`config.mk`:
```
export PLATFORM = sky130hd
export DESIGN_NAME = timebase_ctrl
export DESIGN_NICKNAME = d
export VERILOG_FILES = /design/src/rtl/fitbit_pkg.sv /design/src/rtl/half_sec_prescaler.sv /design/src/rtl/timebase_ctrl.sv
export SDC_FILE = /design/constraint.sdc
export NUM_CORES = 1
export LEC_CHECK = 0
export CAP_MARGIN = 20
export CORE_MARGIN = 5
export CORE_UTILIZATION = 50
export CTS_CLUSTER_SIZE = 24
export DETAILED_ROUTE_END_ITERATION = 8
export GPL_TIMING_DRIVEN = 0
export PLACE_DENSITY = 0.71
export SETUP_SLACK_MARGIN = 0.2
export SYNTH_ARGS = -nofsm -noshare
export SYNTH_HDL_FRONTEND = slang
export SYNTH_SLANG_ARGS = --single-unit
export TNS_END_PERCENT = 5
```
`constraint.sdc`:
```
create_clock -name fastclk -period 3 [get_ports fastclk]
set_input_delay 0.6 -clock fastclk [delete_from_list [all_inputs] [get_ports fastclk]]
set_output_delay 0.6 -clock fastclk [all_outputs]
set_load 0.01 [all_outputs]
```
`src/rtl/fitbit_pkg.sv`:
```
// rtl/fitbit_pkg.sv - shared constants and state encoding for the FitBit timebase
// Every timebase user imports this so they agree on the board clock rate.
package fitbit_pkg;

  localparam int DEFAULT_CLK_HZ   = 100_000_000;
  localparam int DEFAULT_WINDOW_S = 60;
  localparam int DEFAULT_SEC_W    = 14;

  typedef enum logic [1:0] {
    TB_IDLE   = 2'd0,
    TB_RUN    = 2'd1,
    TB_PAUSED = 2'd2
  } tb_state_t;

  // Width of a counter that must hold values 0..n-1; never narrower than one bit.
  function automatic int count_width(input int n);
    return (n > 1) ? $clog2(n) : 1;
  endfunction

endpackage

```
`src/rtl/half_sec_prescaler.sv`:
```
// rtl/half_sec_prescaler.sv - half-second prescaler with terminal-count pulse and phase bit
// The residue is only touched by en/zero, so pausing (en low) preserves it exactly.
module half_sec_prescaler
  import fitbit_pkg::*;
#(
  parameter int CLK_HZ = DEFAULT_CLK_HZ
) (
  input  logic fastclk,
  input  logic reset,
  input  logic en,
  input  logic zero,
  output logic tc,
  output logic phase
);

  localparam int HALF = CLK_HZ / 2;
  localparam int CW   = count_width(HALF);

  logic [CW-1:0] cnt;

  // tc is qualified by en so a blocked boundary cycle produces nothing.
  assign tc = en && (cnt == CW'(HALF - 1));

  always_ff @(posedge fastclk) begin
    if (reset || zero) begin
      cnt   <= '0;
      phase <= 1'b0;
    end else if (en) begin
      if (tc) begin
        cnt   <= '0;
        phase <= ~phase;
      end else begin
        cnt <= cnt + CW'(1);
      end
    end
  end

endmodule

```
`src/rtl/timebase_ctrl.sv`:
```
// rtl/timebase_ctrl.sv - run/pause/clear control, 2 Hz / 1 Hz strobes, window and elapsed-seconds tracking
// All outputs are registered; commands take effect on the edge that samples them.
module timebase_ctrl
  import fitbit_pkg::*;
#(
  parameter int CLK_HZ   = DEFAULT_CLK_HZ,
  parameter int WINDOW_S = DEFAULT_WINDOW_S,
  parameter int SEC_W    = DEFAULT_SEC_W
) (
  input  logic             fastclk,
  input  logic             reset,
  input  logic             start,
  input  logic             pause,
  input  logic             clear,
  output logic             tick_2hz,
  output logic             tick_1hz,
  output logic             blink,
  output logic             window_done,
  output logic [SEC_W-1:0] elapsed_s,
  output logic             running
);

  localparam int WIN_W = count_width(WINDOW_S);

  tb_state_t        state;
  tb_state_t        next_state;
  logic [WIN_W-1:0] win_cnt;
  logic             adv;
  logic             zero;
  logic             tc;
  logic             phase;
  logic             win_last;

  // pause outranks start even where pause itself has no effect (IDLE, PAUSED).
  always_comb begin
    next_state = state;
    if (clear) begin
      next_state = TB_IDLE;
    end else begin
      case (state)
        TB_IDLE:   if (start && !pause) next_state = TB_RUN;
        TB_RUN:    if (pause)           next_state = TB_PAUSED;
        TB_PAUSED: if (start && !pause) next_state = TB_RUN;
        default:                        next_state = TB_IDLE;
      endcase
    end
  end

  // The resume edge itself counts, so a pause of P cycles shifts strobes by exactly P.
  assign adv = !clear && !pause &&
               ((state == TB_RUN) || ((state == TB_PAUSED) && start));
  assign zero = clear || (state == TB_IDLE);
  assign win_last = (win_cnt == WIN_W'(WINDOW_S - 1));

  half_sec_prescaler #(
    .CLK_HZ(CLK_HZ)
  ) u_prescaler (
    .fastclk(fastclk),
    .reset  (reset),
    .en     (adv),
    .zero   (zero),
    .tc     (tc),
    .phase  (phase)
  );

  always_ff @(posedge fastclk) begin
    if (reset) begin
      state       <= TB_IDLE;
      running     <= 1'b0;
      tick_2hz    <= 1'b0;
      tick_1hz    <= 1'b0;
      window_done <= 1'b0;
      blink       <= 1'b0;
      win_cnt     <= '0;
      elapsed_s   <= '0;
    end else begin
      state       <= next_state;
      running     <= (next_state == TB_RUN);
      tick_2hz    <= tc;
      tick_1hz    <= tc && phase;
      window_done <= tc && phase && win_last;

      if (zero) begin
        blink     <= 1'b0;
        win_cnt   <= '0;
        elapsed_s <= '0;
      end else if (tc) begin
        blink <= ~blink;
        if (phase) begin
          win_cnt <= win_last ? '0 : win_cnt + WIN_W'(1);
          if (elapsed_s != '1) begin
            elapsed_s <= elapsed_s + SEC_W'(1);
          end
        end
      end
    end
  end

endmodule

```
==> results of run 1 <==
==> kinds of logic (layout without fill, tap and decap cells) <==
| logic type | count (synthesis) | in the layout |
|---|---|---|
| and+or+nand+nor | 154 | 154 |
| AOI/OAI and AO/OA | 54 | 54 |
| DFF | 54 | 54 |
| xor gates and xnor gates | 21 | 21 |
| buffers and inverters | 18 | 49 |
| muxes | 4 | 4 |
| adders and majority gates | 3 | 3 |
==> stage by stage <==
stage / hold slack [ps] / setup TNS [ps] / utilization (%)
after floorplan: 454 / 0 / -
after detailed placement: 485 / -3390 / 57.8
final: 499 / 0 / 60.3
after global routing: 521 / 0 / 60.3
after CTS: 501 / 0 / 60.0
after global placement: 465 / -3360 / 57.8
==> layout make-up <==
| cell class | count | area, um2 |
|---|---|---|
| Buffer | 14 | 63.8 |
| Clock buffer | 5 | 68.8 |
| Clock inverter | 3 | 43.8 |
| Fill cell | 482 | 2030 |
| Inverter | 4 | 15.0 |
| Multi-Input combinational cell | 236 | 1490 |
| Sequential cell | 54 | 1080 |
| Tap cell | 70 | 87.6 |
| Timing Repair Buffer | 23 | 230 |
==> how the worst min path moves through the flow <==
stage | slack [ps] | cells past startpoint | endpoint
6_report | 500 | 2 | elapsed_s[11]
3_3_place_gp | 470 | 2 | u_prescaler.cnt[1]
3_5_place_dp | 480 | 2 | elapsed_s[11]
5_1_grt | 520 | 2 | elapsed_s[11]
2_1_floorplan | 450 | 2 | u_prescaler.cnt[1]
4_1_cts | 500 | 2 | elapsed_s[11]
==> power groups by stage <==
stage               Combinational [W]  Clock [W]  Sequential (W)
finish                      0.0000199   0.000496        0.000718
CTS                         0.0000201   0.000509        0.000718
global route                0.0000225   0.000538        0.000719
global placement            0.0000197          0        0.000735
floorplan                  0.00000774          0        0.000735
detailed placement          0.0000200          0        0.000735
==> cells in the mapped netlist (all sizes together) <==
cell type and number:
dfxtp 54, clkbuf 9, and4b 1, or3 6, a21oi 22, a211oi 1, o21ai 10, or4 8
a41o 1, and4 5, o211a 2, nand3 18, o21a 2, ha 3, o41ai 1, nor3b 1
xor2 14, mux2i 4, nor4bb 1, nor4 9, nor3 6, inv 4, nand4b 1, xnor2 7
nor2 32, or3b 1, o31a 1, buf 5, o31ai 9, or2 3, nand3b 1, nand2b 4
and2 4, nand2 27, a2111oi 3, a211o 1, nor2b 3, a21o 1, nand4 16, and3 7
==> worst max-delay path, cell delays in order <==
cell	delay, ps
clkdlybuf4s50_1	510
nand3b_1	170
a2111oi_4	670
nand4_2	320
or4_1	480
a21oi_1	150
==> layer usage <==
metal | up-vias | wire [um]
li1 | 1190 | -
met1 | 1119 | 2770
met2 | 36 | 2840
met3 | 8 | 216
met4 | 0 | 78
met5 | - | 0
==> state kept, by name, summed over array words and instances (netlist names) <==
name               count
u_prescaler.cnt       26
elapsed_s             14
win_cnt                6
state                  2
blink                  1
running                1
tick_1hz               1
tick_2hz               1
u_prescaler.phase      1
window_done            1
==> results_dict.tcl, run 1 <==
set metrics [dict create \
    placed_area_um2 2950 \
    vdd_ir_drop_max_v 0.000280 \
    grt.total_usage_pct 19.1 \
    area_growth_pct 16.8 \
    worstHoldStart "elapsed_s[11]" \
    status "finished clean" \
    synth-xor-area-share_pct 6.98 \
    crit_start "start" \
    wire_per_inst_um 14.4 \
    numCtsBuffers 5 \
    grt_pass1_wl_um 10300 \
    mostFrequentLayoutCells "dfxtp_1, nor2_1, nand2_1, clkdlybuf4s50_1, a21oi_1" \
    intPower_w 0.000976 \
    period_share_pct 88.8 \
    row_count 26 \
    drc 0 \
    clock_latency_ps 310 \
    hpwl_um 4280 \
    synth_top_family_by_area "simple AND/OR/NAND/NOR gates" \
    synthAdderAreaFrac_pct 1.42 \
    cts-htree-levels 2 \
    p_per_area_nw_per_um2 401 \
    skew_ps 10.8 \
    netlist_area_um2 2640 \
    cts.clk_slew.worst_paths_ps 100 \
    arrival_ps 2900 \
    grt_overflow 0 \
    finalInstanceArea_um2 3080 \
    yosysTopAreaCell "dfxtp_1" \
    grt_busiest_layer "met2" \
    synth_compound_area_share_pct 13.6 \
    vias 2353 \
    drive_gt1_share_pct 6.19 \
    initial_core_util_pct 51.6 \
    vias_per_cell 5.75 \
    cts_resized 1 \
    critical_path_class "in2reg" \
    syn_nets 316 \
    synth-simple-area-share_pct 32.5 \
    relSlewSlack_pct 59.1 \
    synth_seq_cells 54 \
    cts_root_buffer "clkbuf_8" \
    cts_buffer_depth 2 \
    crit_required_ps 3240 \
    core_um2 5110 \
    worstReg2RegEnd "elapsed_s[8]" \
    die-area_um2 6820 \
    cts.sinks 54 \
    globalRouteMet1Util_pct 23.4 \
    die_x_um 82.6 \
    worst_pin_slew_ps 614 \
    finalMaxSlewViolations 0 \
    p_clk_share_pct 40.2 \
    finalHoldViolCount 0 \
    yosys_warnings 0 \
    hold_buffers 0 \
    io_pins 24 \
    seq_power_share_pct 58.2 \
    grt.met2_usage_pct 33.2 \
    finalWirelength_um 5900 \
    ys_seq_area_share_pct 41.0 \
    finalNonFillerCells 409 \
    setup_violations 0 \
    gp_congestion 0.769 \
    switchingPower_w 0.000258 \
    synth.area.mux_share_pct 1.52 \
    rr_worst_depth 8 \
    netlist_instances 308 \
    placedCellCount 401 \
    grt_util_met3_pct 4.23 \
    worstSetupStartpointType "primary input" \
    cap_violations 0 \
    combPwrFrac_pct 1.6 \
    place_ws_ps -303 \
    cp_max_fo 9 \
    cts_tree "done" \
    max_clock_freq_mhz 375 \
    first_pass_iters 4 \
    end_kind "flop" \
    layout_setup_ws_ps 336 \
    grt_max_degree 18 \
    post_cts_buffers 0 \
    synth_top_area_share_pct 41.0 \
    rsz0062_at_grt "true" \
    io_buffers 23 \
    p_sw_share_pct 20.9 \
    rrSetupSlack_ps 410 \
    finalPower_w 0.00123 \
    final_antenna_net_count 0 \
    min_period_ps 2660 \
    layout_commonest_cell "dfxtp_1" \
    worstSetupEndpoint "u_prescaler.cnt[25]" \
    timing.rr.start "u_prescaler.cnt[0]" \
    ys_types 47 \
    die_height_um 82.6 \
    layout.nets 346 \
    grt_pass1_vias 2309 \
    syn_area_per_cell_um2 8.56 \
    synthTopCellsByArea "dfxtp_1, xor2_1, nor2_1, a21oi_1, nand2_1" \
    p_leak_nw 0.973 \
    drtIter0Drc 96 \
    antenna_found_initial 0 \
    min_path_type "reg2reg" \
    antenna_cells 0 \
]
Power figures use the tool's default switching activity.
==> run 2, diff against run 1 <==
--- a/config.mk
+++ b/config.mk
@@ -13,6 +13,7 @@
 export GPL_TIMING_DRIVEN = 0
 export PLACE_DENSITY = 0.71
 export SETUP_SLACK_MARGIN = 0.2
+export SKIP_LAST_GASP = 1
 export SYNTH_ARGS = -nofsm -noshare
 export SYNTH_HDL_FRONTEND = slang
 export SYNTH_SLANG_ARGS = --single-unit
==> results of run 2 <==
Final layout, timing and power as in run 1 (identical DEF).
